### src/rtl/regbank_pkg.sv
// Shared types and constants for the configuration register bank arbiter.
// Holds the FSM state encoding, requester ids and the default bank geometry.
package regbank_pkg;

  typedef enum logic [1:0] {
    IDLE   = 2'd0,
    COMMIT = 2'd1,
    LOCKED = 2'd2
  } arb_state_t;

  localparam logic REQ_I2C = 1'b0;
  localparam logic REQ_PAR = 1'b1;

  localparam int DATA_W               = 8;
  localparam int REGCOUNT_DEFAULT     = 20;
  localparam int ADDR_W_DEFAULT       = 5;
  localparam int LOCK_TIMEOUT_DEFAULT = 255;
  localparam int WPROT_BASE_DEFAULT   = 16;

  function automatic logic [1:0] req_onehot(input logic id);
    return (id == REQ_PAR) ? 2'b10 : 2'b01;
  endfunction

endpackage

### src/rtl/rr_arbiter2.sv
// Two-way round-robin pick: a lone requester always wins, and on a tie the
// requester that did not win last time is chosen.
module rr_arbiter2
  import regbank_pkg::*;
(
  input  logic [1:0] valid,
  input  logic       last_grant,
  output logic       grant_valid,
  output logic       grant_id
);

  always_comb begin
    grant_valid = |valid;
    grant_id    = REQ_I2C;
    if (valid == 2'b11) begin
      grant_id = ~last_grant;
    end else if (valid[REQ_PAR]) begin
      grant_id = REQ_PAR;
    end
  end

endmodule

### src/rtl/regbank_arbiter.sv
// Shared configuration register bank with round-robin write arbitration,
// an I2C burst lock with timeout and sticky error flags.
// Define REGBANK_WPROT_EN to drop requester 1 writes at or above WPROT_BASE.
module regbank_arbiter
  import regbank_pkg::*;
#(
  parameter int REGCOUNT     = REGCOUNT_DEFAULT,
  parameter int ADDR_W       = ADDR_W_DEFAULT,
  parameter int LOCK_TIMEOUT = LOCK_TIMEOUT_DEFAULT,
  parameter int WPROT_BASE   = WPROT_BASE_DEFAULT
) (
  input  logic                       clock,
  input  logic                       reset_n,
  input  logic [1:0]                 req_valid,
  input  logic                       req_lock,
  input  logic [ADDR_W-1:0]          req_addr0,
  input  logic [DATA_W-1:0]          req_data0,
  input  logic [ADDR_W-1:0]          req_addr1,
  input  logic [DATA_W-1:0]          req_data1,
  input  logic                       err_clr,
  output logic [1:0]                 req_ready,
  output logic                       grant_id,
  output logic                       busy,
  output logic                       err_oob,
  output logic                       err_timeout,
  output logic [DATA_W*REGCOUNT-1:0] registers_packed
);

  localparam int CNT_W = (LOCK_TIMEOUT > 1) ? $clog2(LOCK_TIMEOUT) : 1;
  localparam logic [CNT_W-1:0]  CNT_LAST     = CNT_W'(LOCK_TIMEOUT - 1);
  localparam logic [ADDR_W:0]   REGCOUNT_LIM = (ADDR_W + 1)'(REGCOUNT);
  localparam logic [ADDR_W:0]   WPROT_LIM    = (ADDR_W + 1)'(WPROT_BASE);

`ifdef REGBANK_WPROT_EN
  localparam logic WPROT_ON = 1'b1;
`else
  localparam logic WPROT_ON = 1'b0;
`endif

  arb_state_t              state_q, state_d;
  logic                    last_grant_q, last_grant_d;
  logic                    grant_id_q, grant_id_d;
  logic                    win_id_q, win_id_d;
  logic [ADDR_W-1:0]       win_addr_q, win_addr_d;
  logic [DATA_W-1:0]       win_data_q, win_data_d;
  logic                    win_lock_q, win_lock_d;
  logic [CNT_W-1:0]        lock_cnt_q, lock_cnt_d;
  logic                    err_oob_q, err_oob_d;
  logic                    err_timeout_q, err_timeout_d;
  logic [DATA_W-1:0]       bank_q [REGCOUNT];
  logic [DATA_W-1:0]       bank_d [REGCOUNT];

  logic                    arb_valid;
  logic                    arb_id;
  logic                    addr_oob;
  logic                    wprot_hit;
  logic                    write_drop;
  logic                    oob_evt;
  logic                    tmo_evt;

  rr_arbiter2 u_rr (
    .valid       (req_valid),
    .last_grant  (last_grant_q),
    .grant_valid (arb_valid),
    .grant_id    (arb_id)
  );

  // Write-protection only ever targets the parallel sampler.
  assign addr_oob   = {1'b0, win_addr_q} >= REGCOUNT_LIM;
  assign wprot_hit  = WPROT_ON && (win_id_q == REQ_PAR) && ({1'b0, win_addr_q} >= WPROT_LIM);
  assign write_drop = addr_oob || wprot_hit;

  always_comb begin
    state_d       = state_q;
    last_grant_d  = last_grant_q;
    grant_id_d    = grant_id_q;
    win_id_d      = win_id_q;
    win_addr_d    = win_addr_q;
    win_data_d    = win_data_q;
    win_lock_d    = win_lock_q;
    lock_cnt_d    = lock_cnt_q;
    bank_d        = bank_q;
    oob_evt       = 1'b0;
    tmo_evt       = 1'b0;

    unique case (state_q)
      IDLE: begin
        if (arb_valid) begin
          win_id_d   = arb_id;
          win_addr_d = (arb_id == REQ_PAR) ? req_addr1 : req_addr0;
          win_data_d = (arb_id == REQ_PAR) ? req_data1 : req_data0;
          win_lock_d = (arb_id == REQ_I2C) && req_lock;
          state_d    = COMMIT;
        end
      end
      COMMIT: begin
        if (write_drop) begin
          oob_evt = 1'b1;
        end else begin
          for (int i = 0; i < REGCOUNT; i++) begin
            if (win_addr_q == ADDR_W'(i)) begin
              bank_d[i] = win_data_q;
            end
          end
        end
        grant_id_d   = win_id_q;
        last_grant_d = win_id_q;
        lock_cnt_d   = '0;
        state_d      = ((win_id_q == REQ_I2C) && win_lock_q) ? LOCKED : IDLE;
      end
      LOCKED: begin
        // The I2C master owns the bank; the sampler stalls until release.
        if (req_valid[REQ_I2C]) begin
          win_id_d   = REQ_I2C;
          win_addr_d = req_addr0;
          win_data_d = req_data0;
          win_lock_d = req_lock;
          lock_cnt_d = '0;
          state_d    = COMMIT;
        end else if (!req_lock) begin
          lock_cnt_d = '0;
          state_d    = IDLE;
        end else if (lock_cnt_q == CNT_LAST) begin
          tmo_evt    = 1'b1;
          lock_cnt_d = '0;
          state_d    = IDLE;
        end else begin
          lock_cnt_d = lock_cnt_q + 1'b1;
        end
      end
      default: begin
        state_d = IDLE;
      end
    endcase

    // A fresh error event outranks a simultaneous clear.
    err_oob_d     = (err_oob_q && !err_clr) || oob_evt;
    err_timeout_d = (err_timeout_q && !err_clr) || tmo_evt;
  end

  always_ff @(posedge clock or negedge reset_n) begin
    if (!reset_n) begin
      state_q       <= IDLE;
      last_grant_q  <= REQ_PAR;
      grant_id_q    <= REQ_I2C;
      win_id_q      <= REQ_I2C;
      win_addr_q    <= '0;
      win_data_q    <= '0;
      win_lock_q    <= 1'b0;
      lock_cnt_q    <= '0;
      err_oob_q     <= 1'b0;
      err_timeout_q <= 1'b0;
      bank_q        <= '{default: '0};
    end else begin
      state_q       <= state_d;
      last_grant_q  <= last_grant_d;
      grant_id_q    <= grant_id_d;
      win_id_q      <= win_id_d;
      win_addr_q    <= win_addr_d;
      win_data_q    <= win_data_d;
      win_lock_q    <= win_lock_d;
      lock_cnt_q    <= lock_cnt_d;
      err_oob_q     <= err_oob_d;
      err_timeout_q <= err_timeout_d;
      bank_q        <= bank_d;
    end
  end

  assign req_ready   = (state_q == COMMIT) ? req_onehot(win_id_q) : 2'b00;
  assign busy        = (state_q != IDLE);
  assign grant_id    = grant_id_q;
  assign err_oob     = err_oob_q;
  assign err_timeout = err_timeout_q;

  for (genvar g = 0; g < REGCOUNT; g++) begin : g_pack
    assign registers_packed[DATA_W*g +: DATA_W] = bank_q[g];
  end

endmodule

### config.mk
export PLATFORM = sky130hd
export DESIGN_NAME = regbank_arbiter
export DESIGN_NICKNAME = d
export VERILOG_FILES = /design/src/rtl/regbank_pkg.sv /design/src/rtl/rr_arbiter2.sv /design/src/rtl/regbank_arbiter.sv
export SDC_FILE = /design/constraint.sdc
export NUM_CORES = 1
export LEC_CHECK = 0
export CAP_MARGIN = 20
export CORE_AREA = 5 5 160 116
export DETAILED_ROUTE_END_ITERATION = 8
export DIE_AREA = 0 0 165 121
export PLACE_DENSITY = 0.77
export SYNTH_ARGS = -nofsm -noshare
export SYNTH_HDL_FRONTEND = slang
export SYNTH_HIERARCHICAL = 1
export SYNTH_SLANG_ARGS = --single-unit
export TNS_END_PERCENT = 50
### constraint.sdc
create_clock -name clock -period 3.64 [get_ports clock]
set_input_delay 0.546 -clock clock [delete_from_list [all_inputs] [get_ports clock]]
set_output_delay 0.546 -clock clock [all_outputs]
set_load 0.02 [all_outputs]
Yosys cells after proc, flatten, opt, wreduce, memory -nomap -nowiden --
Index checks and enable logic that the tools add are counted.
Storage, ports and cells: output and inout port bits 166, flip-flop bits (word level) 189, word-level logic and storage cells 131
Operators by class: $add $sub $neg 1, bitwise gates (word level) 4, reductions and logical operators 35, muxes and demuxes 34, magnitude comparators 1, eq/ne operators 26
Operators by type and width (count):
- 3-bit AND reduction | 21
- 8-bit 2-to-1 mux | 6
- 5-bit by 4-bit equality test with 1-bit output (second input constant) | 8
- 8-bit case mux with 2 select lines | 2
- 5-bit by 3-bit equality test with 1-bit output (second input constant) | 4
- 5-bit equality test (second input constant) | 4
- 5-bit 2-to-1 mux | 3
- 2-bit 2-to-1 mux | 7
- 1-bit 2-to-1 mux | 12
- 5-bit by 2-bit equality test with 1-bit output (second input constant) | 2
- 5-bit case mux with 2 select lines | 1
- 8-bit by 1-bit adder with 8-bit output (second input constant) | 1
- 8-bit equality test (second input constant) | 1
- 2-bit case mux with 3 select lines | 1
- 2-bit nonzero test | 3
- 5-bit by 1-bit equality test with 1-bit output (second input constant) | 1
- 5-bit >= comparator (second input constant) | 1
- 5-bit zero test | 1
- 2-bit equality test (second input constant) | 2
- 1-bit logical AND | 4
- 2-bit != test (second input constant) | 2
- 4-bit != test (second input constant) | 1
- 1-bit NOT | 4
- 1-bit case mux with 2 select lines | 2
- 6 further kinds | 7

Depth between registers and ports, before layout --
word-level depth 6, mapped depth 7

By module --
Netlist, hierarchy kept.
By module, submodules not included:
- regbank_arbiter | area each 7693.6 sq um, instances 1, cells an instance 528
- rr_arbiter2 | area each 13.8 sq um, instances 1, cells an instance 2

Least setup slack after synthesis --
OpenSTA, ideal clock, no wires.
kind register -> register, start point reg state_q[1], end point reg bank_q (netlist bit registers_packed[120]), setup time 0.125 ns, stages on the path, launching flop included 7, period minus slack after synthesis 1.807 ns, path slack 1.833 ns, arrival time 1.682 ns, path through dfrtp_1 -> inv_1 -> ha_1 -> buf_6 -> nand4b_1 -> nor2_2 -> mux2_2
Between the ends: word-level cells in the longest chain between the ends 2
RTL lines:
- start, declared | RTL line regbank_arbiter.sv:40 | arb_state_t state_q, state_d;
- start signal, assigned | RTL line regbank_arbiter.sv:155 | state_q <= state_d;
- 2-bit by 1-bit equality test with 1-bit output | RTL line regbank_arbiter.sv:86 | unique case (state_q)
- 3-bit AND reduction (no source line)
- end signal, assigned | RTL line regbank_arbiter.sv:165 | bank_q <= bank_d;
- end, declared | RTL line regbank_arbiter.sv:50 | logic [DATA_W-1:0] bank_q [REGCOUNT];
Every way passes these cells. A chain may end at the register's enable or synchronous reset.

Worst setup path after layout --
start point reg state_q[1], end point out req_ready[0]
Between the ends: word-level cells in the longest chain between the ends 2
RTL lines:
- 2-bit by 1-bit equality test with 1-bit output | RTL line regbank_arbiter.sv:169 | assign req_ready = (state_q == COMMIT) ? req_onehot(win_id_q) : 2'b00;
- 2-bit 2-to-1 mux | RTL line regbank_arbiter.sv:169
- end, declared | RTL line regbank_arbiter.sv:21 | output logic [1:0] req_ready,
Every way passes these cells.

==> flow_metrics.env <==
export IMPL_outcome="finished clean"
export IMPL_leakage_nw=4.71
export IMPL_skew_ps=12.2
export IMPL_slowest_delay_ps=640
export IMPL_grt_pass1_vias=5558
export IMPL_die_w_um=165
export IMPL_fillCellCount=1307
export IMPL_tns_ps=0
export IMPL_initialDrtViolationCount=290
export IMPL_syn_inst=530
export IMPL_path_depth=4
export IMPL_synthTopCellsByArea="dfrtp_1, mux2_2, mux2i_1"
export IMPL_yosysWarnings=6
export IMPL_nets=758
export IMPL_power_frac_comb_pct=41.6
export IMPL_root_buffer="clkbuf_16"
export IMPL_antenna_found_initial=0
export IMPL_crit_path_start="state_q[1]$_DFFE_PN0P_"
export IMPL_synth_compound_area_share_pct=2.87
export IMPL_startpoint_type="flop"
export IMPL_synth_nets=568
export IMPL_start_util_pct=45.8
export IMPL_cp_arrival_ps=2290
export IMPL_switchingPower_mw=3.77
export IMPL_r2r_start="state_q[1]$_DFFE_PN0P_"
export IMPL_routed_wirelength_um=20500
export IMPL_highest_layer="met4"
export IMPL_ant_nets=0
export IMPL_drc=0
export IMPL_place_area_sq_um=9860
export IMPL_synthArstFlopShare_pct=100
export IMPL_critPathTopFamily="buffers and inverters"
export IMPL_grt_first_pass_wirelength_um=32200
export IMPL_clkPwrFrac_pct=19.8
export IMPL_synth_simple_area_share_pct=6.48
export IMPL_synthFlopType="dfrtp_1"
export IMPL_ff2ff_path_depth=6
export IMPL_design_core_area_sq_um=16800
export IMPL_design_area_sq_um=10500
export IMPL_ys_seq_area_share_pct=61.4
export IMPL_critical_path_class="flop to output pin"
export IMPL_syn_cell_area_sq_um=7710
export IMPL_grt_overflow=0
export IMPL_grt_total_usage_pct=21.2
export IMPL_relSlewSlack_pct=34.7
export IMPL_clock_latency_ps=430
export IMPL_crit_chain="inv_1 -> ha_1 -> nor2b_1 -> clkdlybuf4s50_1"
export IMPL_max_freq_mhz=352
export IMPL_endpoint_kind="output pin"
export IMPL_hp_class="input pin to asynchronous set/reset pin"
export IMPL_peakVddDrop_mv=0.581
export IMPL_worstMarginPinSlew_ps=980
export IMPL_grt_start_max_net_pins=101
export IMPL_maxCapViolations=0
export IMPL_io_buffers=197
export IMPL_critPathBufInv=2
export IMPL_period_minus_slack_ps=2840
export IMPL_drive_gt1_share_pct=29.6
export IMPL_met2_length_um=9860
export IMPL_avgSynthCellArea_sq_um=14.5
export IMPL_drt_met1_wl_um=8690
export IMPL_cp_required_ps=3090
export IMPL_clkSinkCount=189
export IMPL_cpMaxStageDelayCell="clkdlybuf4s50_1"
export IMPL_dieHeight_um=121
export IMPL_crit_end="req_ready[0]"
export IMPL_synth_top_family_by_area="multiplexers"
export IMPL_synth_top_cell_area_share_pct=61.0
export IMPL_num_io_pins=198
export IMPL_crit_fanout=11
export IMPL_final_max_slew_viol_count=0
export IMPL_numCtsBuffers=17
export IMPL_clk_path_buf_depth=2
export IMPL_synth_xor_area_share_pct=0.227
export IMPL_synth_edf_count=0
export IMPL_synthToLayoutAreaGrowth_pct=36.1
export IMPL_antenna_diode_count=0
export IMPL_yosysUniqueCellTypes=44
export IMPL_cts_resized=0
export IMPL_routedWlPerCell_um=21.3
export IMPL_rows=40
export IMPL_swShare_pct=37.9
export IMPL_postCtsSetupRepairBufs=0
export IMPL_rsz0062_at_grt="no"
export IMPL_p_seq_share_pct=38.5
export IMPL_muxShareOfSynthArea_pct=25.5
export IMPL_r2r_end="registers_packed[118]$_DFFE_PN0P_"
export IMPL_gp_congestion=0.822
export IMPL_vias_per_cell=5.22
export IMPL_cts_tree="yes"
export IMPL_power_density_nw_per_um2=950
export IMPL_hold_viol_final=0
export IMPL_ctsHoldBuffers=0
export IMPL_period_share_pct=78.0
export IMPL_internal_power_mw=6.19
export IMPL_firstDrtPassIters=6
export IMPL_die_area_sq_um=20000
export IMPL_clkTransAtPathRegs_ps=70
export IMPL_r2r_slack_ps=1190
export IMPL_final_setup_viol_count=0
export IMPL_detailedPlacementHpwl_um=14300
export IMPL_wl_met3_um=1660
export IMPL_synth_top_cell_by_area="dfrtp_1"
export IMPL_htreeDepth=4
export IMPL_synthAdderAreaFrac_pct=0.974
export IMPL_ys_seq_elements=189
export IMPL_vias=5033
[cell families after synthesis]
kind of cell | after synthesis
flip-flops | 189
multiplexers | 176
AND/OR/NAND/NOR | 80
buffers and inverters | 40
AO/OA/AOI/OAI | 37
adder cells (fa/ha/maj) | 6
XOR/XNOR | 2
[metrics by stage]
stage | setup WS [ps] | std cells | power [mW] | util (%) | hold slack [ps]
final | 802 | 964 | 9.96 | 62.4 | 208
after global routing | 658 | 964 | 10.5 | 62.4 | 281
after CTS | 788 | 964 | 10.0 | 62.4 | 237
after detailed placement | 1170 | 932 | 8.02 | 58.6 | 467
after global placement | 1240 | 932 | 7.89 | 58.6 | 464
after floorplan | 1830 | 530 | 5.81 | - | 250
[power groups by stage]
stage | registers [mW] | logic (mW) | clock network, mW
2_1_floorplan | 4.32 | 1.49 | 0
3_3_place_gp | 3.82 | 4.08 | 0
3_5_place_dp | 3.87 | 4.16 | 0
4_1_cts | 3.84 | 4.19 | 2.01
5_1_grt | 3.96 | 4.39 | 2.11
6_report | 3.84 | 4.15 | 1.98
[worst min path at each step]
stage,start,to,cells past startpoint
2_1_floorplan,reset_n,err_oob$_DFF_PN0_,0
3_3_place_gp,last_grant_q$_DFFE_PN1P_,last_grant_q$_DFFE_PN1P_,2
3_5_place_dp,last_grant_q$_DFFE_PN1P_,last_grant_q$_DFFE_PN1P_,2
4_1_cts,reset_n,registers_packed[116]$_DFFE_PN0P_,1
5_1_grt,reset_n,registers_packed[112]$_DFFE_PN0P_,1
6_report,reset_n,registers_packed[115]$_DFFE_PN0P_,1
[cells in the final DEF, fill, tap and decap left out, types with 3 or more instances in the layout]
| cell type | netlist | layout |
|---|---|---|
| mux2i_1 | 14 | 14 |
| o2bb2ai_1 | 3 | 3 |
| and3_1 | 4 | 4 |
| nand2_2 | 8 | 8 |
| nor2_1 | 19 | 19 |
| mux2_1 | 4 | 4 |
| bufinv_16 | 0 | 3 |
| inv_6 | 0 | 4 |
| o21ai_0 | 9 | 9 |
| nor3_2 | 3 | 4 |
| inv_1 | 10 | 10 |
| mux2_2 | 157 | 157 |
| ha_1 | 6 | 6 |
| nand2b_1 | 7 | 7 |
| buf_4 | 2 | 3 |
| clkbuf_16 | 0 | 17 |
| dfrtp_1 | 188 | 188 |
| nand2_1 | 11 | 11 |
| a21oi_1 | 16 | 16 |
| nand3b_1 | 3 | 3 |
| clkdlybuf4s50_1 | 0 | 196 |
| nor2b_1 | 8 | 7 |
[cells in the mapped netlist (all sizes together) (2+ instances only)]
| master | count |
|---|---|
| o2bb2ai | 3 |
| mux2i | 14 |
| nor4 | 3 |
| nor2 | 21 |
| dfrtp | 188 |
| a21o | 2 |
| nand3 | 2 |
| nor2b | 8 |
| nand4 | 2 |
| mux2 | 162 |
| o21ai | 9 |
| a21oi | 16 |
| inv | 10 |
| buf | 11 |
| nand3b | 3 |
| xnor2 | 2 |
| ha | 6 |
| nor3 | 6 |
| nand2 | 19 |
| and3 | 4 |
| clkbuf | 19 |
| nand2b | 8 |
[worst reg2reg max path: cells and delay by family (launching register included)]
kind	cells	cell delay, ps
flops	1	410
buf+inv	1	90
mux	1	390
fa+ha+maj	1	470
simple gates	3	980
[registers in the layout (all words and copies together), names as in the netlist, 2 cells and up]
signal,count
lock_cnt_q,8
registers_packed,160
state_q,2
win_addr_q,5
win_data_q,8
[final cells by class]
class,instances,area (sq um),area share [%]
clock buffers,19,453,4.32
clock inverters,13,176,1.68
inverters,10,37.5,0.358
multi-input cells,301,2790,26.6
flip-flops and latches,189,4730,45.1
well taps,231,289,2.75
repair buffers,201,2020,19.2
[per-layer routing]
layer,GRT usage (%),vias to the layer above
li1,-,2238
met1,27.4,2625
met2,33.7,150
met3,8.42,20
met4,5.04,0
met5,0,-
Power figures use the tool's default switching activity.
